<file path="src/rtl/fetch_stage_if.sv">
// Bundle between the fetch stage, instruction memory and the controller/ID datapath.
// The master side is the fetch stage; the slave side is the surrounding pipeline.
interface fetch_stage_if #(
  parameter int PC_W    = 16,
  parameter int INSTR_W = 16,
  parameter int CNT_W   = 32
);
  logic               stall;
  logic               killF;
  logic [1:0]         PCSrc;
  logic [PC_W-1:0]    branch_target;
  logic [PC_W-1:0]    jump_target;
  logic [PC_W-1:0]    return_addr;
  logic [PC_W-1:0]    imem_addr;
  logic [INSTR_W-1:0] imem_data;
  logic [INSTR_W-1:0] IDInstr;
  logic [3:0]         IDOpcode;
  logic [PC_W-1:0]    IDPCPlus1;
  logic               IDValid;
  logic [CNT_W-1:0]   fetch_count;
  logic [CNT_W-1:0]   bubble_count;

  modport master (
    input  stall, killF, PCSrc, branch_target, jump_target, return_addr, imem_data,
    output imem_addr, IDInstr, IDOpcode, IDPCPlus1, IDValid, fetch_count, bubble_count
  );

  modport slave (
    output stall, killF, PCSrc, branch_target, jump_target, return_addr, imem_data,
    input  imem_addr, IDInstr, IDOpcode, IDPCPlus1, IDValid, fetch_count, bubble_count
  );
endinterface

</file>
<file path="src/rtl/fetch_stage.sv">
// IF stage + IF/ID register: PC drives imem_addr combinationally, fetched word lands in IF/ID one clock later.
// No handshake: stall freezes PC and IF/ID, killF squashes the IF word into a bubble and redirects the PC.
module fetch_stage #(
  parameter int                 PC_W      = 16,
  parameter int                 INSTR_W   = 16,
  parameter logic [PC_W-1:0]    RESET_PC  = '0,
  parameter logic [INSTR_W-1:0] NOP_INSTR = '0,
  parameter int                 CNT_W     = 32
) (
  input logic           clk,
  input logic           reset,
  fetch_stage_if.master bus
);

  typedef enum logic [1:0] {
    PC_SEQ    = 2'b00,
    PC_BRANCH = 2'b01,
    PC_JUMP   = 2'b10,
    PC_RETURN = 2'b11
  } pc_src_e;

  logic [PC_W-1:0]    pc_q, pc_d;
  logic [INSTR_W-1:0] id_instr_q, id_instr_d;
  logic [PC_W-1:0]    id_pc_plus1_q, id_pc_plus1_d;
  logic               id_valid_q, id_valid_d;
  logic [CNT_W-1:0]   fetch_count_q, fetch_count_d;
  logic [CNT_W-1:0]   bubble_count_q, bubble_count_d;
  logic [PC_W-1:0]    pc_plus1;
  pc_src_e            pc_src;

  assign pc_plus1 = pc_q + PC_W'(1);
  assign pc_src   = pc_src_e'(bus.PCSrc);

  always_comb begin
    pc_d           = pc_q;
    id_instr_d     = id_instr_q;
    id_pc_plus1_d  = id_pc_plus1_q;
    id_valid_d     = id_valid_q;
    fetch_count_d  = fetch_count_q;
    bubble_count_d = bubble_count_q;

    if (bus.stall) begin
      // ID operands are stale during a load-use stall; the redirect is re-evaluated later.
    end else if (bus.killF) begin
      id_instr_d     = NOP_INSTR;
      id_valid_d     = 1'b0;
      id_pc_plus1_d  = '0;
      bubble_count_d = bubble_count_q + CNT_W'(1);
      unique case (pc_src)
        PC_SEQ:    pc_d = id_pc_plus1_q;  // not-taken: refetch the squashed fall-through
        PC_BRANCH: pc_d = bus.branch_target;
        PC_JUMP:   pc_d = bus.jump_target;
        PC_RETURN: pc_d = bus.return_addr;
        default:   pc_d = id_pc_plus1_q;
      endcase
    end else begin
      id_instr_d    = bus.imem_data;
      id_pc_plus1_d = pc_plus1;
      id_valid_d    = 1'b1;
      fetch_count_d = fetch_count_q + CNT_W'(1);
      pc_d          = pc_plus1;
    end
  end

  always_ff @(posedge clk) begin
    if (reset) begin
      pc_q           <= RESET_PC;
      id_instr_q     <= NOP_INSTR;
      id_pc_plus1_q  <= '0;
      id_valid_q     <= 1'b0;
      fetch_count_q  <= '0;
      bubble_count_q <= '0;
    end else begin
      pc_q           <= pc_d;
      id_instr_q     <= id_instr_d;
      id_pc_plus1_q  <= id_pc_plus1_d;
      id_valid_q     <= id_valid_d;
      fetch_count_q  <= fetch_count_d;
      bubble_count_q <= bubble_count_d;
    end
  end

  assign bus.imem_addr    = pc_q;
  assign bus.IDInstr      = id_instr_q;
  assign bus.IDOpcode     = id_instr_q[INSTR_W-1 -: 4];
  assign bus.IDPCPlus1    = id_pc_plus1_q;
  assign bus.IDValid      = id_valid_q;
  assign bus.fetch_count  = fetch_count_q;
  assign bus.bubble_count = bubble_count_q;

endmodule

</file>
<file path="src/flat_wrapper.sv">
// flat-port wrapper written by rule: the top's interface ports become plain ports
module fetch_stage_flat 
#(
  parameter int                 PC_W      = 16,
  parameter int                 INSTR_W   = 16,
  parameter logic [PC_W-1:0]    RESET_PC  = '0,
  parameter logic [INSTR_W-1:0] NOP_INSTR = '0,
  parameter int                 CNT_W     = 32
)
  (clk, reset, bus_stall, bus_killF, bus_PCSrc, bus_branch_target, bus_jump_target, bus_return_addr, bus_imem_data, bus_imem_addr, bus_IDInstr, bus_IDOpcode, bus_IDPCPlus1, bus_IDValid, bus_fetch_count, bus_bubble_count);
  fetch_stage_if #(.PC_W(PC_W), .INSTR_W(INSTR_W), .CNT_W(CNT_W)) bus_i ();
  input logic clk;
  input logic reset;
  input wire logic [$bits(bus_i.stall)-1:0] bus_stall;
  input wire logic [$bits(bus_i.killF)-1:0] bus_killF;
  input wire logic [$bits(bus_i.PCSrc)-1:0] bus_PCSrc;
  input wire logic [$bits(bus_i.branch_target)-1:0] bus_branch_target;
  input wire logic [$bits(bus_i.jump_target)-1:0] bus_jump_target;
  input wire logic [$bits(bus_i.return_addr)-1:0] bus_return_addr;
  input wire logic [$bits(bus_i.imem_data)-1:0] bus_imem_data;
  output wire logic [$bits(bus_i.imem_addr)-1:0] bus_imem_addr;
  output wire logic [$bits(bus_i.IDInstr)-1:0] bus_IDInstr;
  output wire logic [$bits(bus_i.IDOpcode)-1:0] bus_IDOpcode;
  output wire logic [$bits(bus_i.IDPCPlus1)-1:0] bus_IDPCPlus1;
  output wire logic [$bits(bus_i.IDValid)-1:0] bus_IDValid;
  output wire logic [$bits(bus_i.fetch_count)-1:0] bus_fetch_count;
  output wire logic [$bits(bus_i.bubble_count)-1:0] bus_bubble_count;
  assign bus_i.stall = bus_stall;
  assign bus_i.killF = bus_killF;
  assign bus_i.PCSrc = bus_PCSrc;
  assign bus_i.branch_target = bus_branch_target;
  assign bus_i.jump_target = bus_jump_target;
  assign bus_i.return_addr = bus_return_addr;
  assign bus_i.imem_data = bus_imem_data;
  assign bus_imem_addr = bus_i.imem_addr;
  assign bus_IDInstr = bus_i.IDInstr;
  assign bus_IDOpcode = bus_i.IDOpcode;
  assign bus_IDPCPlus1 = bus_i.IDPCPlus1;
  assign bus_IDValid = bus_i.IDValid;
  assign bus_fetch_count = bus_i.fetch_count;
  assign bus_bubble_count = bus_i.bubble_count;
  fetch_stage #(.PC_W(PC_W), .INSTR_W(INSTR_W), .RESET_PC(RESET_PC), .NOP_INSTR(NOP_INSTR), .CNT_W(CNT_W)) u_core (.clk(clk), .reset(reset), .bus(bus_i));
endmodule
</file>
<file path="config.mk">
export PLATFORM = sky130hd
export DESIGN_NAME = fetch_stage_flat
export DESIGN_NICKNAME = d
export VERILOG_FILES = /design/src/rtl/fetch_stage_if.sv /design/src/rtl/fetch_stage.sv /design/src/flat_wrapper.sv
export SDC_FILE = /design/constraint.sdc
export NUM_CORES = 1
export LEC_CHECK = 0
export CAP_MARGIN = 25
export CORE_MARGIN = 2
export CORE_UTILIZATION = 50
export DETAILED_ROUTE_END_ITERATION = 10
export PLACE_DENSITY = 0.9
export SETUP_SLACK_MARGIN = 0.3
export SLEW_MARGIN = 20
export SYNTH_ARGS = -nofsm -noshare
export SYNTH_HDL_FRONTEND = slang
export SYNTH_SLANG_ARGS = --single-unit
</file>
<file path="constraint.sdc">
create_clock -name clk -period 4.62 [get_ports clk]
set_clock_uncertainty 0.2 [all_clocks]
set_input_delay 0.924 -clock clk [delete_from_list [all_inputs] [get_ports clk]]
set_output_delay 0.924 -clock clk [all_outputs]
set_load 0.01 [all_outputs]
</file>
==> reports/qor.yml, run 1 <==
cts:
  post_cts_buffers: 0
  clk_latency_ps: 410
  clk_root_buffer_cell: "clkbuf_16"
  cts.path.max_buffers: 2
  h-tree-depth: 4
  holdBufCountCts: 0
  clock-sinks: 113
  path_clk_slew_ps: 60
  cts_tree: "yes"
  cts_resized: 0
  cts_buffers: 17
timing:
  finalSetupViolCount: 0
  setup_tns_ps: 0
  drv_slew: 0
  setup_slack_ps: 1350
  hold_viol: 0
  tightest_slew_ps: 978
  rsz0062_at_grt: "false"
  max_slew_margin_pct: 34.6
  fmax_ghz: 0.306
  finalCritPeriodShare_pct: 70.7
  min_period_ps: 3270
worst_setup_path:
  endpoint_kind: "flip-flop"
  crit_chain: "clkdlybuf4s50_1 -> nor4bb_1 -> buf_4 -> nand4_1 -> or4_1 -> a21oi_1"
  slowest_stage: "or4_1"
  slowest_delay_ps: 700
  start_kind: "input port"
  cp_top_family: "simple AND/OR/NAND/NOR gates"
  required_ps: 4750
  worstReg2RegStart: "u_core.bus.bubble_count[2]"
  cp_max_fo: 20
  cp-startpoint: "bus_killF"
  path_class: "in -> reg"
  worstPathBufferInverterCount: 2
  cp_data_arrival_time_ps: 3400
yosys:
  synth_ff_type: "dfxtp_1"
  avgSynthCellArea_sq_um: 8.66
  ys_ff_latch: 113
  async_reset_ff_share_pct: 0
  syn_nets: 734
  synthTopCellsByCount: "113 x dfxtp_1, 61 x nor2_1, 51 x a21oi_1"
  synthAdderAreaFrac_pct: 0.656
  synth-edff-count: 0
  yosysSeqAreaShare_pct: 39.5
  yosysMostFrequentCell: "dfxtp_1"
  synth_top_area_cell: "dfxtp_1"
  synth_top_family_by_area: "simple AND/OR/NAND/NOR gates"
  synth_xor_xnor_area_share_pct: 4.44
  synth_mux_area_share_pct: 7.93
  yosysWarnings: 0
  netlist-cell-type-count: 53
  synth-simple-area-share_pct: 27.1
  netlist.area_leader.share_pct: 39.5
  synth.area.top_cells: "dfxtp_1 40%, mux4_2 6.3%, a21oi_1 4.5%, nor2_1 4.0%, or4_1 3.5%"
  netlist_area_sq_um: 5730
  syn-instance-count: 661
  synth_compound_area_share_pct: 15.4
pwr:
  power.leakage_uw: 0.00264
  combPwrFrac_pct: 9.8
  pwr-share-clk_pct: 49.1
  power.density_nw_per_um2: 306
  vdd_drop_max_v: 0.000248
  p_seq_share_pct: 41.2
  intPower_uw: 1890
  p_sw_uw: 606
  switching_share_pct: 24.3
die:
  initial_utilization_pct: 50.8
  die_height_um: 111
  dieArea_sq_um: 12300
  fp.coreArea_sq_um: 11300
  io_pins: 187
  num_rows: 39
  fp.dieW_um: 111
global_route:
  antenna_found_initial: 0
  grt_pass1_wl_um: 27100
  grtUsageTotal_pct: 26.5
  grt_pass1_vias: 5585
  grt-ovfl-total: 0
  grt_start_max_net_pins: 66
drt:
  vias: 5807
  final_antenna_net_count: 0
  vias_per_cell: 5.94
  drc: 0
  drt_first_pass_iters: 5
  avgRoutedWirePerCell_um: 16.9
  drt_iter0_drc: 480
  wl_um: 16500
worst_hold_path:
  hold_path_class: "reg -> reg"
  worstHoldStart: "u_core.bus.IDPCPlus1[5]"
placement:
  dp_cells: 945
  gp_congestion: 0.863
  post-place-ws_ps: 954
  io_buffers: 186
  dpl.hpwl_um: 11500
finish:
  diodes: 0
  drive_gt1_share_pct: 7.91
  area_growth_pct: 42.3
  instances_no_fill: 977
  layout.nets: 894
run_status:
  outcome: "finished clean"
run:
  drv_cap: 0
## power by group through the flow
stage | Sequential [uW] | Clock [uW] | Combinational (uW)
floorplan | 1050 | 0 | 113
global placement | 1040 | 0 | 236
detailed placement | 1040 | 0 | 242
CTS | 1020 | 1230 | 244
global route | 1030 | 1280 | 262
finish | 1030 | 1220 | 243
## layout by cell type, fill, tap and decap left out, types with 3 or more instances in the layout
cell type,instances
nor3b_1,3
or3_1,18
nand4_1,23
nand3_1,28
ha_1,3
or2_2,4
mux4_2,16
clkinv_4,4
a21oi_1,51
buf_4,7
and2_1,7
nor2b_1,12
xnor2_1,15
or4_1,27
o21ai_0,22
o211ai_1,5
clkinvlp_4,4
nor2_1,60
clkdlybuf4s50_1,184
clkinv_2,4
mux2_2,3
o31ai_1,20
o22ai_1,3
nor3_1,25
mux2i_1,6
a22oi_1,22
dfxtp_1,113
nor4_1,9
clkbuf_16,17
nand2_1,46
xor2_1,14
and4_1,9
inv_1,16
## state kept, by name (all words and copies together) (netlist names)
| name | flops |
|---|---|
| u_core.bus.bubble_count | 32 |
| u_core.bus.fetch_count | 32 |
| u_core.bus.IDInstr | 16 |
| u_core.bus.IDPCPlus1 | 16 |
| u_core.bus.imem_addr | 16 |
| u_core.bus.IDValid | 1 |
## path summary, 6_finish.rpt
check / end / slack [ps] / depth (start not counted)
max: u_core.bus.fetch_count[29] / 1350 / 6
min: u_core.bus.IDPCPlus1[5] / 290 / 2
max reg2reg: u_core.bus.bubble_count[31] / 1930 / 4
min reg2reg: u_core.bus.IDPCPlus1[5] / 290 / 2
## tightest hold or removal path: stages, from the launching register on
cell and delay [ps]:
dfxtp_1 320, nand2_1 60, a21oi_1 50
## final cells by class
type / instances / area [sq um]
inverters: 16 / 60.1
clock inverters: 13 / 115
multi-input cells: 481 / 3190
repair buffers: 192 / 1900
well taps: 143 / 179
fillers: 824 / 3120
flip-flops and latches: 113 / 2260
clock buffers: 19 / 443
## logic make-up (layout without fill, tap and decap cells)
| logic type | after synthesis | in the layout |
|---|---|---|
| buffers and inverters | 67 | 240 |
| adders and majority gates | 3 | 3 |
| xor gates and xnor gates | 29 | 29 |
| AOI/OAI and AO/OA | 140 | 140 |
| DFF | 113 | 113 |
| and+or+nand+nor | 284 | 284 |
| muxes | 25 | 25 |
## through the flow
stage	util (%)	hold WS (ps)	total power, uW	instance area, sq um
global route	72.3	317	2570	8150
detailed placement	67.3	277	1290	7580
finish	72.3	286	2490	8150
floorplan	-	295	1160	5730
CTS	72.2	284	2500	8140
global placement	67.3	263	1280	7580
## layer usage
layer  vias up  wire length (um)  global-route usage, %
li1       2786                 -                      -
met1      2736              6560                   31.6
met2       256              8540                   46.4
met3        29              1080                   5.19
met4         0               332                   11.9
met5         -                 0                      0
No activity file was read; power rests on OpenSTA's default activity.
==> inputs of run 2 (changes only) <==
CORE_UTILIZATION = 42   (was 50)
PLACE_DENSITY = 0.81   (was 0.9)
clock period = 2.6 ns   (was 4.62 ns; I/O delays follow)
==> reports/qor.yml, run 2 (synthesized netlist as in run 1, its figures left out) <==
finish:
  drive_gt1_share_pct: 14.0
  diodes: 0
  fin_util_pct: 64.9
  final_common_cell: "clkdlybuf4s50_1"
  final_cell_mix: "183 x clkdlybuf4s50_1, 101 x dfxtp_1, 60 x nor2_1, 50 x a21oi_1, 46 x nand2_1"
  area_growth_pct: 50.8
  layout.nets: 930
  fin_area_sq_um: 8630
  fillCellCount: 1065
die:
  initial_utilization_pct: 43.1
  io_pins: 187
  fp.dieW_um: 121
  fp.coreArea_sq_um: 13300
  die_height_um: 121
  dieArea_sq_um: 14600
  num_rows: 42
worst_setup_path:
  cp_max_fo: 8
  slowest_delay_ps: 600
  path_class: "reg -> out"
  start_kind: "flip-flop"
  cp_top_family: "buffers and inverters"
  slowest_stage: "clkdlybuf4s50_1"
  endpoint_kind: "output pin"
  crit_chain: "clkdlybuf4s50_1"
  required_ps: 1880
  r2r_slack_ps: 410
  worstPathBufferInverterCount: 1
  cp_data_arrival_time_ps: 1490
timing:
  rsz0062_at_grt: "false"
  setup_slack_ps: 388
  drv_slew: 0
  fmax_ghz: 0.452
  finalSetupViolCount: 0
  hold_viol: 0
  max_slew_margin_pct: 67.2
  tightest_slew_ps: 491
  finalCritPeriodShare_pct: 85.1
  min_period_ps: 2210
placement:
  dpl.hpwl_um: 11300
  gp_congestion: 0.825
  post-place-ws_ps: -187
  dpl_cell_area_sq_um: 7870
  io_buffers: 186
drt:
  drt_first_pass_iters: 5
  wl_um: 16300
  drt_iter0_drc: 426
  vias: 5888
  vias_per_cell: 5.63
  drc: 0
  final_antenna_net_count: 0
  avgRoutedWirePerCell_um: 15.6
global_route:
  grt_pass1_wl_um: 26900
  grt_start_max_net_pins: 68
  antenna_found_initial: 0
  grt-ovfl-total: 0
  grt_pass1_vias: 5524
  grtUsageTotal_pct: 22.7
pwr:
  total_power_uw: 4800
  power.density_nw_per_um2: 556
  vdd_drop_max_v: 0.000441
  power.leakage_uw: 0.00287
cts:
  clock-sinks: 113
  holdBufCountCts: 0
  cts_tree: "yes"
  clk_root_buffer_cell: "clkbuf_16"
  h-tree-depth: 4
  cts_buffers: 17
  clk_latency_ps: 410
  path_clk_slew_ps: 60
  cts.path.max_buffers: 2
worst_hold_path:
  hold_path_class: "in -> reg"
run_status:
  outcome: "finished clean"
run:
  drv_cap: 0
run 2: layer usage:
layer | global-route usage, % | up-vias | part of all wire [%]
li1 | - | 2862 | -
met1 | 28.0 | 2788 | 43
met2 | 39.2 | 217 | 50
met3 | 5.19 | 21 | 6.1
met4 | 6.76 | 0 | 1.4
met5 | 0 | - | 0
run 2: metrics by stage:
step                instances  setup TNS [ps]  hold WS (ps)
floorplan                 661               0           295
global route             1046               0           270
global placement         1004           -3350           262
finish                   1046               0           268
CTS                      1044               0           252
detailed placement       1005           -4530           273
run 2: where the power goes:
part / total [uW] / switching, uW / internal, uW
combinational: 461 / 192 / 269
sequential: 1820 / 47.7 / 1770
clock: 2520 / 876 / 1640
run 2: worst paths after layout:
check,start,endpoint,depth (start not counted)
setup / recovery,u_core.bus.imem_addr[10],bus_imem_addr[10],1
hold / removal,reset,u_core.bus.imem_addr[9],2
setup reg to reg,u_core.bus.fetch_count[2],u_core.bus.fetch_count[31],6
hold reg to reg,u_core.bus.fetch_count[31],u_core.bus.fetch_count[31],2
run 2: timing repair:
action,4_1_cts,5_1_grt
setup endpoints to repair,24,34
resized for setup,6,19
pin swaps,0,2
buffers inserted,5,2
cloned,2,0
run 2: area by class of cell:
class / instances / area (sq um) / share of cell area (%)
Clock inverter: 14 / 204 / 2.36
Timing Repair Buffer: 228 / 2210 / 25.7
Sequential cell: 113 / 2280 / 26.4
Tap cell: 176 / 220 / 2.55
Multi-Input combinational cell: 481 / 3220 / 37.3
Inverter: 16 / 60.1 / 0.696
Clock buffer: 18 / 439 / 5.09
==> inputs of run 3 (changes only) <==
CORE_MARGIN = default   (was 2)
==> reports/qor.yml, run 3 (synthesized netlist as in run 1, its figures left out) <==
finish:
  fillCellCount: 1120
  final_cell_mix: "183 x clkdlybuf4s50_1, 110 x dfxtp_1, 60 x nor2_1, 50 x a21oi_1, 46 x nand2_1"
  diodes: 0
  drive_gt1_share_pct: 12.2
  area_growth_pct: 49.3
  regArea_sq_um: 2270
  multi_input_area_sq_um: 3210
  final_common_cell: "clkdlybuf4s50_1"
  layout.nets: 925
timing:
  rsz0062_at_grt: "true"
  min_period_ps: 2290
  finalSetupViolCount: 0
  setup_tns_ps: 0
  finalCritPeriodShare_pct: 88.0
  tightest_slew_ps: 503
  fmax_ghz: 0.437
  drv_slew: 0
  hold_viol: 0
  max_slew_margin_pct: 66.5
worst_setup_path:
  cp_max_fo: 7
  path_class: "in -> reg"
  required_ps: 2730
  endpoint_kind: "flip-flop"
  start_kind: "input port"
  r2r_slack_ps: 360
  cp_data_arrival_time_ps: 2420
  ff2ff_path_depth: 5
cts:
  cts.path.max_buffers: 2
  clock-sinks: 113
  cts_buffers: 17
  h-tree-depth: 4
  path_clk_slew_ps: 50
  clk_latency_ps: 400
  cts_tree: "yes"
  clk_root_buffer_cell: "clkbuf_16"
drt:
  wl_um: 16000
  vias_per_cell: 5.58
  avgRoutedWirePerCell_um: 15.4
  drt_first_pass_iters: 5
  final_antenna_net_count: 0
  drt_iter0_drc: 422
  drc: 0
  vias: 5801
die:
  num_rows: 42
  die_height_um: 119
  fp.coreArea_sq_um: 13200
  initial_utilization_pct: 43.2
  io_pins: 187
  dieArea_sq_um: 14100
  fp.dieW_um: 119
global_route:
  grtUsageTotal_pct: 23.1
  grt_pass1_vias: 5450
  antenna_found_initial: 0
  grt_pass1_wl_um: 26500
  grt_start_max_net_pins: 78
  grt-ovfl-total: 0
pwr:
  power.density_nw_per_um2: 546
  intPower_uw: 3640
  combPwrFrac_pct: 9.8
  p_sw_uw: 1030
  switching_share_pct: 22.1
  p_seq_share_pct: 38.9
  power.leakage_uw: 0.00283
  total_power_uw: 4670
  pwr-share-clk_pct: 51.3
  vdd_drop_max_v: 0.000421
placement:
  io_buffers: 186
  dpl.hpwl_um: 11100
  gp_congestion: 0.816
worst_hold_path:
  min_path_cells: 2
  hold_path_class: "reg -> reg"
run:
  drv_cap: 0
run_status:
  outcome: "finished clean"
[run 3: cell types whose count changed in the layout (fill, tap and decap cells not counted), sizes merged]
cell / change
bufinv: -1
clkinvlp: +1
clkbuf: +3
clkinv: -2
buf: -5
inv: -3
dlygate4sd2: +1
[run 3: path summary, 6_finish.rpt]
kind / startpoint / to
hold / removal: u_core.bus.fetch_count[31] / u_core.bus.fetch_count[31]
setup / recovery: bus_killF / u_core.bus.fetch_count[31]
hold reg to reg: u_core.bus.fetch_count[31] / u_core.bus.fetch_count[31]
setup reg to reg: u_core.bus.bubble_count[1] / u_core.bus.bubble_count[30]
[run 3: worst max-delay path, stage by stage]
cell and delay (ps):
dlygate4sd2_1 260, buf_12 140, nor4bb_2 290, buf_4 180, nand4_1 190, buf_6 200
or4_1 500, a21oi_1 140
[run 3: timing repair]
action	CTS	global route
hold buffers	0	0
setup buffers	2	0
setup endpoints to repair	26	24
resized for setup	2	10
pin swaps	1	3
cloned	2	0
[run 3: power by group through the flow]
| stage | combinational (uW) | sequential (uW) | clock [uW] |
|---|---|---|---|
| 3_5_place_dp | 460 | 1850 | 0 |
| 4_1_cts | 461 | 1820 | 2430 |
| 3_3_place_gp | 454 | 1850 | 0 |
| 5_1_grt | 496 | 1820 | 2530 |
| 2_1_floorplan | 201 | 1860 | 0 |
| 6_report | 459 | 1820 | 2400 |
[run 3: layout make-up]
cell class                 count  area share, %
multi-input combinational    481           37.6
sequential                   113           26.5
timing repair buffer         223           25.5
clock buffer                  22           5.66
tap                          176           2.58
clock inverter                 9           1.52
inverter                      16          0.703
[run 3: metrics by stage]
step | util [%] | setup WS [ps] | cell area, sq um | hold slack (ps) | instances
floorplan | - | 394 | 5730 | 295 | 661
global placement | 59.3 | -175 | 7860 | 263 | 1004
detailed placement | 59.5 | -179 | 7870 | 272 | 1005
CTS | 64.3 | 313 | 8520 | 279 | 1040
global route | 64.6 | 241 | 8550 | 293 | 1040
finish | 64.6 | 312 | 8550 | 277 | 1040
[run 3: per-layer routing]
layer,track usage (%),vias to the layer above,wire (um)
li1,-,2862,-
met1,28.8,2721,6960
met2,39.4,201,7970
met3,5.12,17,876
met4,7.59,0,208
met5,0,-,0
